$ cat src/rtl/mem_access_ctrl.sv
// ============================================================================
// mem_access_ctrl : single-outstanding request sequencer for a 512x32
//                   registered-read RAM, with saturating debug counters.
// Revision 1.0
// ============================================================================
`default_nettype none

module mem_access_ctrl #(
  parameter int DATA_W = 32,
  parameter int ADDR_W = 9,
  parameter int CNT_W  = 16
) (
  input  logic              clk,
  input  logic              clr,
  input  logic              req_valid,
  input  logic              req_write,
  input  logic [ADDR_W-1:0] req_addr,
  input  logic [DATA_W-1:0] req_wdata,
  output logic              req_ready,
  output logic              rsp_valid,
  output logic [DATA_W-1:0] rsp_rdata,
  output logic              ram_read,
  output logic              ram_write,
  output logic [ADDR_W-1:0] ram_addr,
  output logic [DATA_W-1:0] ram_wdata,
  input  logic [DATA_W-1:0] ram_rdata,
  output logic [CNT_W-1:0]  rd_count,
  output logic [CNT_W-1:0]  wr_count
);

  typedef enum logic [1:0] {
    IDLE       = 2'd0,
    RD_ISSUE   = 2'd1,
    RD_CAPTURE = 2'd2,
    WR_ISSUE   = 2'd3
  } state_t;

  state_t              state_q, state_d;
  logic                ram_read_q, ram_read_d;
  logic                ram_write_q, ram_write_d;
  logic [ADDR_W-1:0]   ram_addr_q, ram_addr_d;
  logic [DATA_W-1:0]   ram_wdata_q, ram_wdata_d;
  logic                rsp_valid_q, rsp_valid_d;
  logic [DATA_W-1:0]   rsp_rdata_q, rsp_rdata_d;
  logic [CNT_W-1:0]    rd_count_q, rd_count_d;
  logic [CNT_W-1:0]    wr_count_q, wr_count_d;

  always_comb begin
    state_d     = state_q;
    ram_read_d  = 1'b0;
    ram_write_d = 1'b0;
    ram_addr_d  = ram_addr_q;
    ram_wdata_d = ram_wdata_q;
    rsp_valid_d = 1'b0;
    rsp_rdata_d = rsp_rdata_q;
    rd_count_d  = rd_count_q;
    wr_count_d  = wr_count_q;

    case (state_q)
      IDLE: begin
        if (req_valid) begin
          ram_addr_d  = req_addr;
          ram_wdata_d = req_wdata;
          // Strobes are registered, so they rise together with the new state.
          if (req_write) begin
            state_d     = WR_ISSUE;
            ram_write_d = 1'b1;
          end else begin
            state_d    = RD_ISSUE;
            ram_read_d = 1'b1;
          end
        end
      end
      RD_ISSUE: begin
        state_d = RD_CAPTURE;
      end
      RD_CAPTURE: begin
        rsp_rdata_d = ram_rdata;
        rsp_valid_d = 1'b1;
        if (rd_count_q != {CNT_W{1'b1}}) rd_count_d = rd_count_q + CNT_W'(1);
        state_d     = IDLE;
      end
      WR_ISSUE: begin
        rsp_valid_d = 1'b1;
        if (wr_count_q != {CNT_W{1'b1}}) wr_count_d = wr_count_q + CNT_W'(1);
        state_d     = IDLE;
      end
      default: begin
        state_d = IDLE;
      end
    endcase
  end

  always_ff @(posedge clk or posedge clr) begin
    if (clr) begin
      state_q     <= IDLE;
      ram_read_q  <= 1'b0;
      ram_write_q <= 1'b0;
      ram_addr_q  <= '0;
      ram_wdata_q <= '0;
      rsp_valid_q <= 1'b0;
      rsp_rdata_q <= '0;
      rd_count_q  <= '0;
      wr_count_q  <= '0;
    end else begin
      state_q     <= state_d;
      ram_read_q  <= ram_read_d;
      ram_write_q <= ram_write_d;
      ram_addr_q  <= ram_addr_d;
      ram_wdata_q <= ram_wdata_d;
      rsp_valid_q <= rsp_valid_d;
      rsp_rdata_q <= rsp_rdata_d;
      rd_count_q  <= rd_count_d;
      wr_count_q  <= wr_count_d;
    end
  end

  assign req_ready = (state_q == IDLE);
  assign rsp_valid = rsp_valid_q;
  assign rsp_rdata = rsp_rdata_q;
  assign ram_read  = ram_read_q;
  assign ram_write = ram_write_q;
  assign ram_addr  = ram_addr_q;
  assign ram_wdata = ram_wdata_q;
  assign rd_count  = rd_count_q;
  assign wr_count  = wr_count_q;

endmodule

`default_nettype wire

$ cat config.mk
export PLATFORM = sky130hd
export DESIGN_NAME = mem_access_ctrl
export DESIGN_NICKNAME = d
export VERILOG_FILES = /design/src/rtl/mem_access_ctrl.sv
export SDC_FILE = /design/constraint.sdc
export NUM_CORES = 1
export LEC_CHECK = 0
export BUFFER_PORTS_ARGS = -buffer_cell sky130_fd_sc_hd__buf_2
export CORE_ASPECT_RATIO = 0.8
export CORE_MARGIN = 5
export CORE_UTILIZATION = 48
export DETAILED_ROUTE_END_ITERATION = 10
export PLACE_DENSITY_LB_ADDON = 0.25
export RECOVER_POWER = 100
export SYNTH_ARGS = -nofsm -noshare
export SYNTH_HDL_FRONTEND = slang
export SYNTH_SLANG_ARGS = --single-unit
$ cat constraint.sdc
create_clock -name clk -period 3.8 [get_ports clk]
set_input_delay 0.19 -clock clk [delete_from_list [all_inputs] [get_ports clk]]
set_output_delay 0.19 -clock clk [all_outputs]
set_load 0.01 [all_outputs]
Word-level counts from Yosys, hierarchy flattened

Cells that the tools add are included.

Input port bits: 77
Register bits after elaboration: 110

Reductions and logical operators: 5
$add $sub $neg: 2
Equal/unequal tests: 6
Mux-type cells: 10

Operator list:

| cell                  | number |
|---|---|
| $add 16x1->16 const B | 2 |
| $ne 16x16->1 const B  | 2 |
| $mux 1                | 7 |
| $pmux 2 s3            | 1 |
| $reduce_and 2->1      | 3 |
| $eq 2x2->1 const B    | 2 |
| $mux 2                | 2 |
| $eq 2x1->1 const B    | 1 |
| $logic_not 2->1       | 1 |
| $ne 2x2->1 const B    | 1 |
| $reduce_or 2->1       | 1 |

Logic depth before layout (Yosys ltp)

Gate-level depths: netlist (run 1).

Depth in word-level cells: 3
Mapped depth: 6
Depth with buffers taken out: 5

Least setup slack after synthesis (run 1)

OpenSTA, ideal clock, no wires.

Path type: flip-flop to flip-flop
From: reg state_q[1]
To: reg ram_addr_q[0], in the netlist ram_addr[0]
Period minus slack after synthesis: 1.791 ns
Cell stages (with the launch flop): 7
Slack: 2.009 ns
Data arrival time: 1.664 ns
Path through: dfrtp_1 -> buf_2 -> nor2_1 -> and2_1 -> clkbuf_1 -> buf_2 -> mux2_1

Word-level cells in the longest chain between the ends: 2

Ends and longest elaborated chain:

| item                       | line | RTL |
|---|---|---|
| start, declared            | 38   | `state_t state_q, state_d;` |
| start signal, assigned     | 106  | `state_q <= state_d;` |
| $logic_not 2->1            | --   |  |
| named net req_ready        | 19   | `output logic req_ready,` |
| $reduce_and 2->1 (no line) | --   |  |
| end signal, assigned       | 109  | `ram_addr_q <= ram_addr_d;` |
| end, declared              | 41   | `logic [ADDR_W-1:0] ram_addr_q, ram_addr_d;` |

The timed path passes the listed nets, and every way through them passes these cells.
A chain may end at the register's enable or synchronous reset.

Worst setup path after layout (run 1)

From: reg state_q[0]
To: reg rd_count_q[13], in the netlist rd_count[13]

Word-level cells in the longest chain between the ends: 2

Ends and longest elaborated chain:

| item                       | line | RTL |
|---|---|---|
| $eq 2x2->1                 | 59   | `case (state_q)` |
| $reduce_and 2->1 (no line) | --   |  |
| end signal, assigned       | 113  | `rd_count_q <= rd_count_d;` |
| end, declared              | 45   | `logic [CNT_W-1:0] rd_count_q, rd_count_d;` |

No other way between the ends.

==> results of run 1 <==
==> cells in the mapped netlist <==
cell | number | share of area
mux2_2 | 3 | 0.0075
nand3_1 | 13 | 0.014
xor2_1 | 16 | 0.031
nand3b_1 | 1 | 0.0017
nand4_4 | 1 | 0.0047
ha_1 | 2 | 0.0055
xnor2_1 | 10 | 0.019
nor3_2 | 1 | 0.0022
nor2_1 | 8 | 0.0067
and2_1 | 1 | 0.0014
a21oi_1 | 3 | 0.0033
or4_4 | 1 | 0.0025
nor3b_2 | 1 | 0.0028
nor2b_1 | 2 | 0.0028
nor4_1 | 4 | 0.0055
dfrtp_1 | 110 | 0.61
nor4_2 | 2 | 0.0055
clkbuf_1 | 9 | 0.0075
mux2_1 | 41 | 0.10
nor3_1 | 9 | 0.010
buf_2 | 5 | 0.0055
nand4b_1 | 1 | 0.0019
or3_1 | 2 | 0.0028
nor4_4 | 1 | 0.0047
nand4_1 | 10 | 0.014
buf_6 | 2 | 0.0050
nand2b_4 | 1 | 0.0030
and3_1 | 7 | 0.0097
and4_1 | 3 | 0.0058
nand2_1 | 107 | 0.089
nor4b_1 | 1 | 0.0019
inv_1 | 4 | 0.0033
o21ai_1 | 2 | 0.0022
or2_1 | 1 | 0.0014
nor2_2 | 1 | 0.0014
mux2i_1 | 1 | 0.0022
==> worst paths after layout <==
path                                   start             to  depth (start not counted)
worst min register to register  rsp_rdata[1]   rsp_rdata[1]                          2
worst max register to register    state_q[0]   rd_count[13]                          4
max in group asynchronous                clr  ram_wdata[27]                          3
min in group asynchronous                clr   ram_wdata[3]                          2
worst max-delay path              state_q[0]   rd_count[13]                          4
worst min-delay path               req_write       ram_read                          2
==> state kept, by name (all words and copies together) (netlist names) <==
register,count
ram_wdata,32
rsp_rdata,32
rd_count,16
wr_count,16
ram_addr,9
state_q,2
ram_read,1
ram_write,1
rsp_valid,1
==> final cells by class <==
class                           instances  area, sq um  area share
Tap cell                              115          144      0.0254
Multi-Input combinational cell        257         1640       0.289
Clock inverter                          7         96.3      0.0170
Clock buffer                            9          225      0.0397
Timing Repair Buffer                  187          797       0.141
Inverter                                4         15.0     0.00265
Sequential cell                       110         2750       0.486
==> layout by cell type, fill, tap and decap left out, drive strengths merged <==
master and n:
clkinv 4, inv 5, nand3 13, nand2b 1, nor3 10, bufinv 2, xor2 16, or2 1
nand4b 1, mux2i 1, nor4b 1, o21ai 2, nor2b 2, a21oi 3, or4 1, nand4 11
nand2 107, and2 1, and3 7, nor4 7, mux2 44, dfrtp 110, xnor2 10, and4 3
nor2 9, buf 76, or3 2, ha 2, nand3b 1, nor3b 1, clkbuf 120
==> worst max-delay path, cell delays in order, from the launching register on <==
cell and delay [ns]:
dfrtp_1 0.46, nand2b_1 0.83, or4_1 0.87, nor4_1 0.26
xor2_1 0.19
==> where the power goes <==
part,switching [uW],internal (uW)
combinational,540,340
clock,417,580
sequential,213,1480
total,1170,2400
==> stage by stage <==
step	hold WS (ns)	total power, uW	util	std cells	setup WS [ns]
final	0.0239	3570	0.622	689	1.11
after global routing	0.0195	3810	0.622	689	0.803
after CTS	0.00470	3700	0.641	689	1.71
after detailed placement	0.374	2700	0.606	673	1.73
after global placement	0.376	2660	0.606	673	1.80
after floorplan	0.256	2210	-	387	0.708
==> layer usage <==
metal	vias to the layer above	routed length [um]	global-route usage
met2	135	5150	0.308
met1	1659	4570	0.245
met4	0	176	0.0523
li1	1659	-	-
met3	17	844	0.0671
met5	-	0	0
==> kinds of logic after synthesis <==
group | after synthesis | synth area share
compound gates | 5 | 0.00554
xor+xnor | 26 | 0.0504
fa+ha+maj | 2 | 0.00554
buf+inv | 20 | 0.0213
flops | 110 | 0.610
mux | 45 | 0.112
simple gates | 179 | 0.196
==> results.yml, run 1 <==
logic_synthesis:
  syn_area_sq_mm: 0.00452
  ys_warn_count: 0
  syn_nets: 466
  yosysSeqAreaShare: 0.610
  syn_area_per_cell_sq_um: 11.7
  synth_seq_cells: 110
  synth.distinct_cells: 36
  postSynthCellCount: 387
clock_network:
  cts_setup_buffers: 0
  numCtsBuffers: 9
  cts_resized: 0
  cts_tree: "built"
  clock-sinks: 110
  clk_pin_slew_ns: 0.07
  cts_hold_buf: 0
  h-tree-depth: 3
  clock_latency_ns: 0.34
  cts-root-buf: "clkbuf_16"
  cts_buffer_depth: 2
sta:
  worst_slew_pin_slew_ns: 1.82
  min_period_ns: 2.69
  finalCritPeriodShare: 0.709
  slew_headroom: -0.213
  finalSetupViolations: 0
  maxSlewViolCount: 116
  max_freq_mhz: 371
  rsz0062_at_grt: "no"
  fin_skew_ns: 0.00492
  hold_viol_final: 0
  finalSetupTns_ns: 0
finish:
  finalInstanceArea_sq_mm: 0.00567
  fillCellCount: 845
  nNetsFinal: 648
  syn_to_final_growth_pct: 25.5
  drive_gt1_frac: 0.174
  n_antenna_cell: 0
power:
  power.density_mw_per_mm2: 631
  leakage_uw: 0.00275
  ir_worst_vdd_mv: 0.371
routing:
  via_per_inst: 5.04
  first_pass_iters: 4
  post_drt_wl_per_cell_um: 15.6
  drt_iter0_drc: 192
  ant_nets: 0
  num_vias: 3470
  drcViolationCount: 0
  wl_um: 10700
floorplan:
  coreArea_sq_mm: 0.00911
  rows: 31
  dieWidth_um: 118
  io_pins: 186
  die_y_um: 96.8
  start_util: 0.495
  die_area_sq_mm: 0.0115
worst_setup_path:
  path_class: "flop to flop"
  arrival_ns: 2.95
  critPathRequiredTime_ns: 4.06
  path_max_fanout: 37
  cp-end-kind: "flop"
  rrSetupSlack_ns: 1.11
  critPathLaunchType: "flop"
global_routing:
  grt_max_degree: 91
  grt_pass1_wl_um: 18100
  grt_usage: 0.190
  grt_overflow: 0
  grt_pass1_vias: 3562
  grt_antenna_before_repair: 0
min_path:
  hp-class: "input port to flop"
placement:
  gp_congestion: 0.779
  postPlaceCellArea_sq_mm: 0.00553
  port_buffers: 185
  hpwl_um: 7920
run_status:
  status: "complete, but fails checks"
  failed_checks: "capacitance limit, slew limit"
flow_run:
  drv_cap: 2
(Power assumes the default switching activity.)
==> inputs of run 2 (changes only) <==
==> constraint.sdc (replaced) <==
create_clock -name clk -period 2.5 [get_ports clk]
set_input_delay 0.125 -clock clk [delete_from_list [all_inputs] [get_ports clk]]
set_output_delay 0.125 -clock clk [all_outputs]
set_load 0.01 [all_outputs]
==> run 2 against run 1 <==
The run still ends with capacitance limit, slew limit left. Critical path depth unchanged. Register-to-register slack worse by 0.66 ns. Clock-buffer cell count grew 1. Clock power rose by 34%. Fmax is 31% higher. Total power is 50% higher. Via count increased by 5.2%. Clock skew is 0.0035 ns higher. Sequential share of layout area down 3.8 points. Routed wire length rose by 8.7%. Combinational power is 65% higher. Flip-flop and latch count unchanged. Critical endpoint is now rsp_rdata[20]. Largest cell class unchanged.
==> results.yml, run 2 (synthesis results as in run 1) <==
routing:
  first_pass_iters: 4
  drcViolationCount: 0
  ant_nets: 0
  via_per_inst: 4.92
  post_drt_wl_per_cell_um: 15.7
  drt_iter0_drc: 167
  num_vias: 3649
  wl_um: 11700
floorplan:
  io_pins: 186
  coreArea_sq_mm: 0.00911
  die_y_um: 96.8
  rows: 31
  start_util: 0.495
  dieWidth_um: 118
  die_area_sq_mm: 0.0115
global_routing:
  grt_antenna_before_repair: 0
  grt_busiest_layer: "met2"
  grt_overflow: 0
  grt_usage: 0.204
  gr-usage-met1: 0.262
  use_met3: 0.0461
  met2_usage: 0.347
  grt_pass1_wl_um: 19300
  grt_max_degree: 67
  grt_pass1_vias: 3812
sta:
  worst_slew_pin_slew_ns: 1.61
  min_period_ns: 2.05
  maxSlewViolCount: 67
  finalSetupViolations: 0
  slew_headroom: -0.0701
  finalSetupTns_ns: 0
  max_freq_mhz: 488
  finalWorstSetupSlack_ns: 0.450
  rsz0062_at_grt: "no"
  hold_viol_final: 0
  fin_skew_ns: 0.00846
  finalCritPeriodShare: 0.820
clock_network:
  cts_setup_buffers: 0
  cts_resized: 0
  cts_tree: "built"
  cts_buffer_depth: 2
  clock-sinks: 110
  cts_hold_buf: 48
  h-tree-depth: 3
  numCtsBuffers: 9
  clock_latency_ns: 0.33
  clk_pin_slew_ns: 0.07
  cts-root-buf: "clkbuf_16"
placement:
  hpwl_um: 8060
  port_buffers: 185
  dp_cells: 677
  pre_cts_ws_ns: 0.629
  gp_congestion: 0.823
finish:
  layout_commonest_cell: "clkbuf_1"
  layout_common_cells: "clkbuf_1 (111), dfrtp_1 (110), nand2_1 (107)"
  final_cells: 742
  nNetsFinal: 701
  syn_to_final_growth_pct: 36.3
  n_antenna_cell: 0
  drive_gt1_frac: 0.164
worst_setup_path:
  cp-end-kind: "flop"
  critPathLaunchType: "flop"
  critPathRequiredTime_ns: 2.78
  crit_family: "simple AND/OR/NAND/NOR gates"
  crit_end: "rsp_rdata[20]"
  timing.rr.start: "state_q[1]"
  rrSetupSlack_ns: 0.45
  rr_worst_depth: 4
  crit_chain: "nor2b_1 > clkbuf_1 > nand2_1 > nand2_1"
  max_stage_delay_ns: 0.79
  arrival_ns: 2.33
  r2r_end: "rsp_rdata[20]"
  crit_slowest_cell: "nor2b_1"
  setup.worst_path.start: "state_q[1]"
  critPathMostFrequentCell: "nand2_1"
  path_max_fanout: 11
  cp.depth: 4
  path_class: "flop to flop"
  crit_buf_inv: 1
run_status:
  failed_checks: "capacitance limit, slew limit"
  status: "complete, but fails checks"
power:
  leakage_uw: 0.00293
  power.density_mw_per_mm2: 872
  ir_worst_vdd_mv: 0.611
min_path:
  hp-class: "input port to flop"
flow_run:
  drv_cap: 1
[run 2: worst min path at each step]
stage / from / end / slack, ns / cells past startpoint
after global routing: req_wdata[21] / ram_wdata[21] / 0.0002 / 2
after global placement: req_write / ram_read / 0.31 / 2
after floorplan: req_write / ram_read / 0.19 / 1
after detailed placement: req_write / ram_read / 0.31 / 2
after CTS: req_wdata[13] / ram_wdata[13] / 0.001 / 2
final: req_wdata[18] / ram_wdata[18] / 0.01 / 2
[run 2: metal layers]
metal,wire length [um],share of wire,vias up
met5,0,0,-
met4,178,0.015,0
met3,625,0.054,16
met2,5900,0.51,127
met1,4970,0.43,1728
li1,-,-,1778
[run 2: final cells by class]
| type | count | area [sq um] |
|---|---|---|
| clock buffer | 10 | 239 |
| inverter | 4 | 18.8 |
| tap | 115 | 144 |
| sequential | 110 | 2750 |
| timing repair buffer | 240 | 1330 |
| clock inverter | 6 | 46.3 |
| multi-input combinational | 257 | 1630 |
| fill | 745 | 2960 |
[run 2: power breakdown]
| group | leakage (uW) | internal [uW] | total, uW | switching (uW) |
|---|---|---|---|---|
| sequential | 0.00137 | 2260 | 2580 | 322 |
| combinational | 0.00142 | 581 | 1450 | 864 |
| clock | 0.000135 | 709 | 1340 | 634 |
| total | 0.00293 | 3550 | 5370 | 1820 |
[run 2: through the flow]
stage	power, uW	hold WS (ns)	utilization	area, sq um
after floorplan	3360	0.191	-	4520
after global placement	4050	0.309	0.611	5570
after detailed placement	4120	0.313	0.611	5570
after CTS	5530	0.00118	0.695	6330
after global routing	5720	0.000224	0.675	6150
final	5370	0.0107	0.675	6150
[run 2: worst reg2reg max path: stages (launching register included)]
cell and delay [ns]:
dfrtp_1 0.54, nor2b_1 0.79, clkbuf_1 0.45, nand2_1 0.15, nand2_1 0.08
==> inputs of run 3 (changes only) <==
--- a/config.mk
+++ b/config.mk
@@ -5,10 +5,11 @@
 export SDC_FILE = /design/constraint.sdc
 export NUM_CORES = 1
 export LEC_CHECK = 0
+export ABC_AREA = 1
 export BUFFER_PORTS_ARGS = -buffer_cell sky130_fd_sc_hd__buf_2
 export CORE_ASPECT_RATIO = 0.8
 export CORE_MARGIN = 5
-export CORE_UTILIZATION = 48
+export CORE_UTILIZATION = 49
 export DETAILED_ROUTE_END_ITERATION = 10
 export PLACE_DENSITY_LB_ADDON = 0.25
 export RECOVER_POWER = 100
==> constraint.sdc (replaced) <==
create_clock -name clk -period 1.9 [get_ports clk]
set_input_delay 0.095 -clock clk [delete_from_list [all_inputs] [get_ports clk]]
set_output_delay 0.095 -clock clk [all_outputs]
set_load 0.01 [all_outputs]
==> run 3 against run 2 <==
The run now ends clean. Sequential share of layout area shrank 4.6 points. Combinational power up 42%. First-iteration DRC count up 77%. Cell count grew 36%. Synthesized cell count up 58%. Clock power up 51%. Highest routed layer unchanged.
==> results.yml, run 3 <==
power:
  combPwrFrac: 0.275
  power.density_mw_per_mm2: 1090
  p_sw_frac: 0.347
  ir_worst_vdd_mv: 0.815
  clkPwrFrac: 0.271
  pwr-share-seq: 0.454
  leakage_uw: 0.00344
  power_switching_uw: 2610
  power.internal_uw: 4900
  p_total_uw: 7510
logic_synthesis:
  synth_seq_cells: 110
  ys_warn_count: 0
  synthTopCellsByArea: "dfrtp_1 (56%), nand2_1 (26%), nor2_1 (2.8%)"
  syn_area_sq_mm: 0.00487
  synth_common_cells: "nand2_1 (344), dfrtp_1 (110), nor2_1 (37)"
  synthArstFlopShare: 1.00
  syn_nets: 691
  synth.distinct_cells: 25
  synth_top_area_share: 0.565
  yosysTopAreaCell: "dfrtp_1"
  syn_area_per_cell_sq_um: 7.96
  yosys.cell_count.top_type: "nand2_1"
  synth-edff-count: 0
  yosysSeqAreaShare: 0.565
  postSynthCellCount: 612
  synth-main-ff-cell: "dfrtp_1"
clock_network:
  clock_latency_ns: 0.34
  cts_tree: "built"
  cts-root-buf: "clkbuf_16"
  h-tree-depth: 3
  cts_buffer_depth: 2
  clk_pin_slew_ns: 0.07
  clock-sinks: 110
  numCtsBuffers: 9
finish:
  layout_commonest_cell: "nand2_1"
  syn_to_final_growth_pct: 40.8
  layout_common_cells: "nand2_1 (345), clkbuf_1 (112), dfrtp_1 (110)"
  nNetsFinal: 948
  finalInstanceArea_sq_mm: 0.00686
  drive_gt1_frac: 0.126
  n_antenna_cell: 0
min_path:
  hold_start: "req_valid"
  hp-class: "input port to flop"
  hold_depth: 3
  min_to: "ram_write"
sta:
  max_freq_mhz: 586
  finalSetupViolations: 0
  finalCritPeriodShare: 0.898
  rsz0062_at_grt: "no"
  fin_skew_ns: 0.00562
  finalSetupTns_ns: 0
  finalWorstSetupSlack_ns: 0.194
  hold_viol_final: 0
  worst_slew_pin_slew_ns: 1.33
  min_period_ns: 1.71
  slew_headroom: 0.106
  maxSlewViolCount: 0
routing:
  wl_um: 14600
  via_per_inst: 4.83
  ant_nets: 0
  first_pass_iters: 5
  drcViolationCount: 0
  post_drt_wl_per_cell_um: 14.5
  drt_iter0_drc: 296
  num_vias: 4878
worst_setup_path:
  critPathLaunchType: "flop"
  critPathRequiredTime_ns: 2.13
  arrival_ns: 1.93
  rrSetupSlack_ns: 0.19
  path_max_fanout: 42
  timing.rr.start: "state_q[1]"
  rr_worst_depth: 5
  cp-end-kind: "flop"
  r2r_end: "ram_wdata[3]"
  path_class: "flop to flop"
global_routing:
  grt_usage: 0.245
  grt_max_degree: 48
  grt_antenna_before_repair: 0
  grt_overflow: 0
  grt_pass1_vias: 4805
  grt_pass1_wl_um: 23400
flow_run:
  drv_cap: 0
floorplan:
  start_util: 0.503
  rows: 32
  coreArea_sq_mm: 0.00969
  dieWidth_um: 122
  die_area_sq_mm: 0.0121
  die_y_um: 99.2
  io_pins: 186
placement:
  hpwl_um: 9490
  port_buffers: 185
  pre_cts_ws_ns: 0.246
  postPlaceCellArea_sq_mm: 0.00594
  gp_congestion: 0.891
run_status:
  status: "finished clean"
[run 3: through the flow]
step | cells | hold WS, ns | utilization
floorplan | 612 | 0.161 | -
global placement | 919 | 0.242 | 0.614
detailed placement | 919 | 0.244 | 0.614
CTS | 1010 | 0.0349 | 0.724
global route | 1010 | 0.0686 | 0.708
finish | 1010 | 0.0674 | 0.708
[run 3: cells by family after synthesis]
group	Yosys count	share of synthesized area
fa+ha+maj	2	0.00513
compound gates	17	0.0180
flops	110	0.565
xor+xnor	10	0.0180
buf+inv	49	0.0452
simple gates	424	0.349
[run 3: layout make-up]
cell class	count	area [sq um]
fill	806	2830
sequential	110	2750
multi-input combinational	453	1900
timing repair buffer	266	1610
clock buffer	12	246
tap	136	170
inverter	29	110
clock inverter	4	77.6
[run 3: worst max path at each step]
stage	startpoint	end	slack (ns)	depth (start not counted)
6_report	state_q[1]	ram_wdata[3]	0.19	5
2_1_floorplan	rd_count[0]	rd_count[5]	0.35	9
5_1_grt	clr	ram_wdata[1]	0.06	4
4_1_cts	rd_count[0]	rd_count[2]	0.24	6
3_3_place_gp	rd_count[0]	rd_count[2]	0.35	6
3_5_place_dp	rd_count[0]	rd_count[2]	0.25	6
[run 3: routing by layer]
layer,up-vias,global-route usage,share of wire
li1,2378,-,-
met1,2245,0.297,0.39
met2,219,0.401,0.49
met3,36,0.0813,0.088
met4,0,0.104,0.029
met5,-,0,0
[run 3: what timing repair did]
item | CTS | global route
hold endpoints to repair | 102 | 0
buffers inserted | 0 | 0
hold buffers | 75 | 0
gates resized for setup | 0 | 0
[run 3: power groups by stage]
stage                     combinational [uW]  sequential [uW]  clock, uW
after CTS                               2220             3370       2090
final                                   2060             3410       2030
after floorplan                          843             3640          0
after global routing                    2300             3470       2160
after global placement                  2040             3370          0
after detailed placement                2100             3390          0
[run 3: worst max-delay path, stage by stage, from the launching register on]
cell and delay [ns]:
dfrtp_1 0.44, nor2_1 0.19, nand2_1 0.09, clkbuf_2 0.51, nand2_1 0.27, nand2_1 0.09
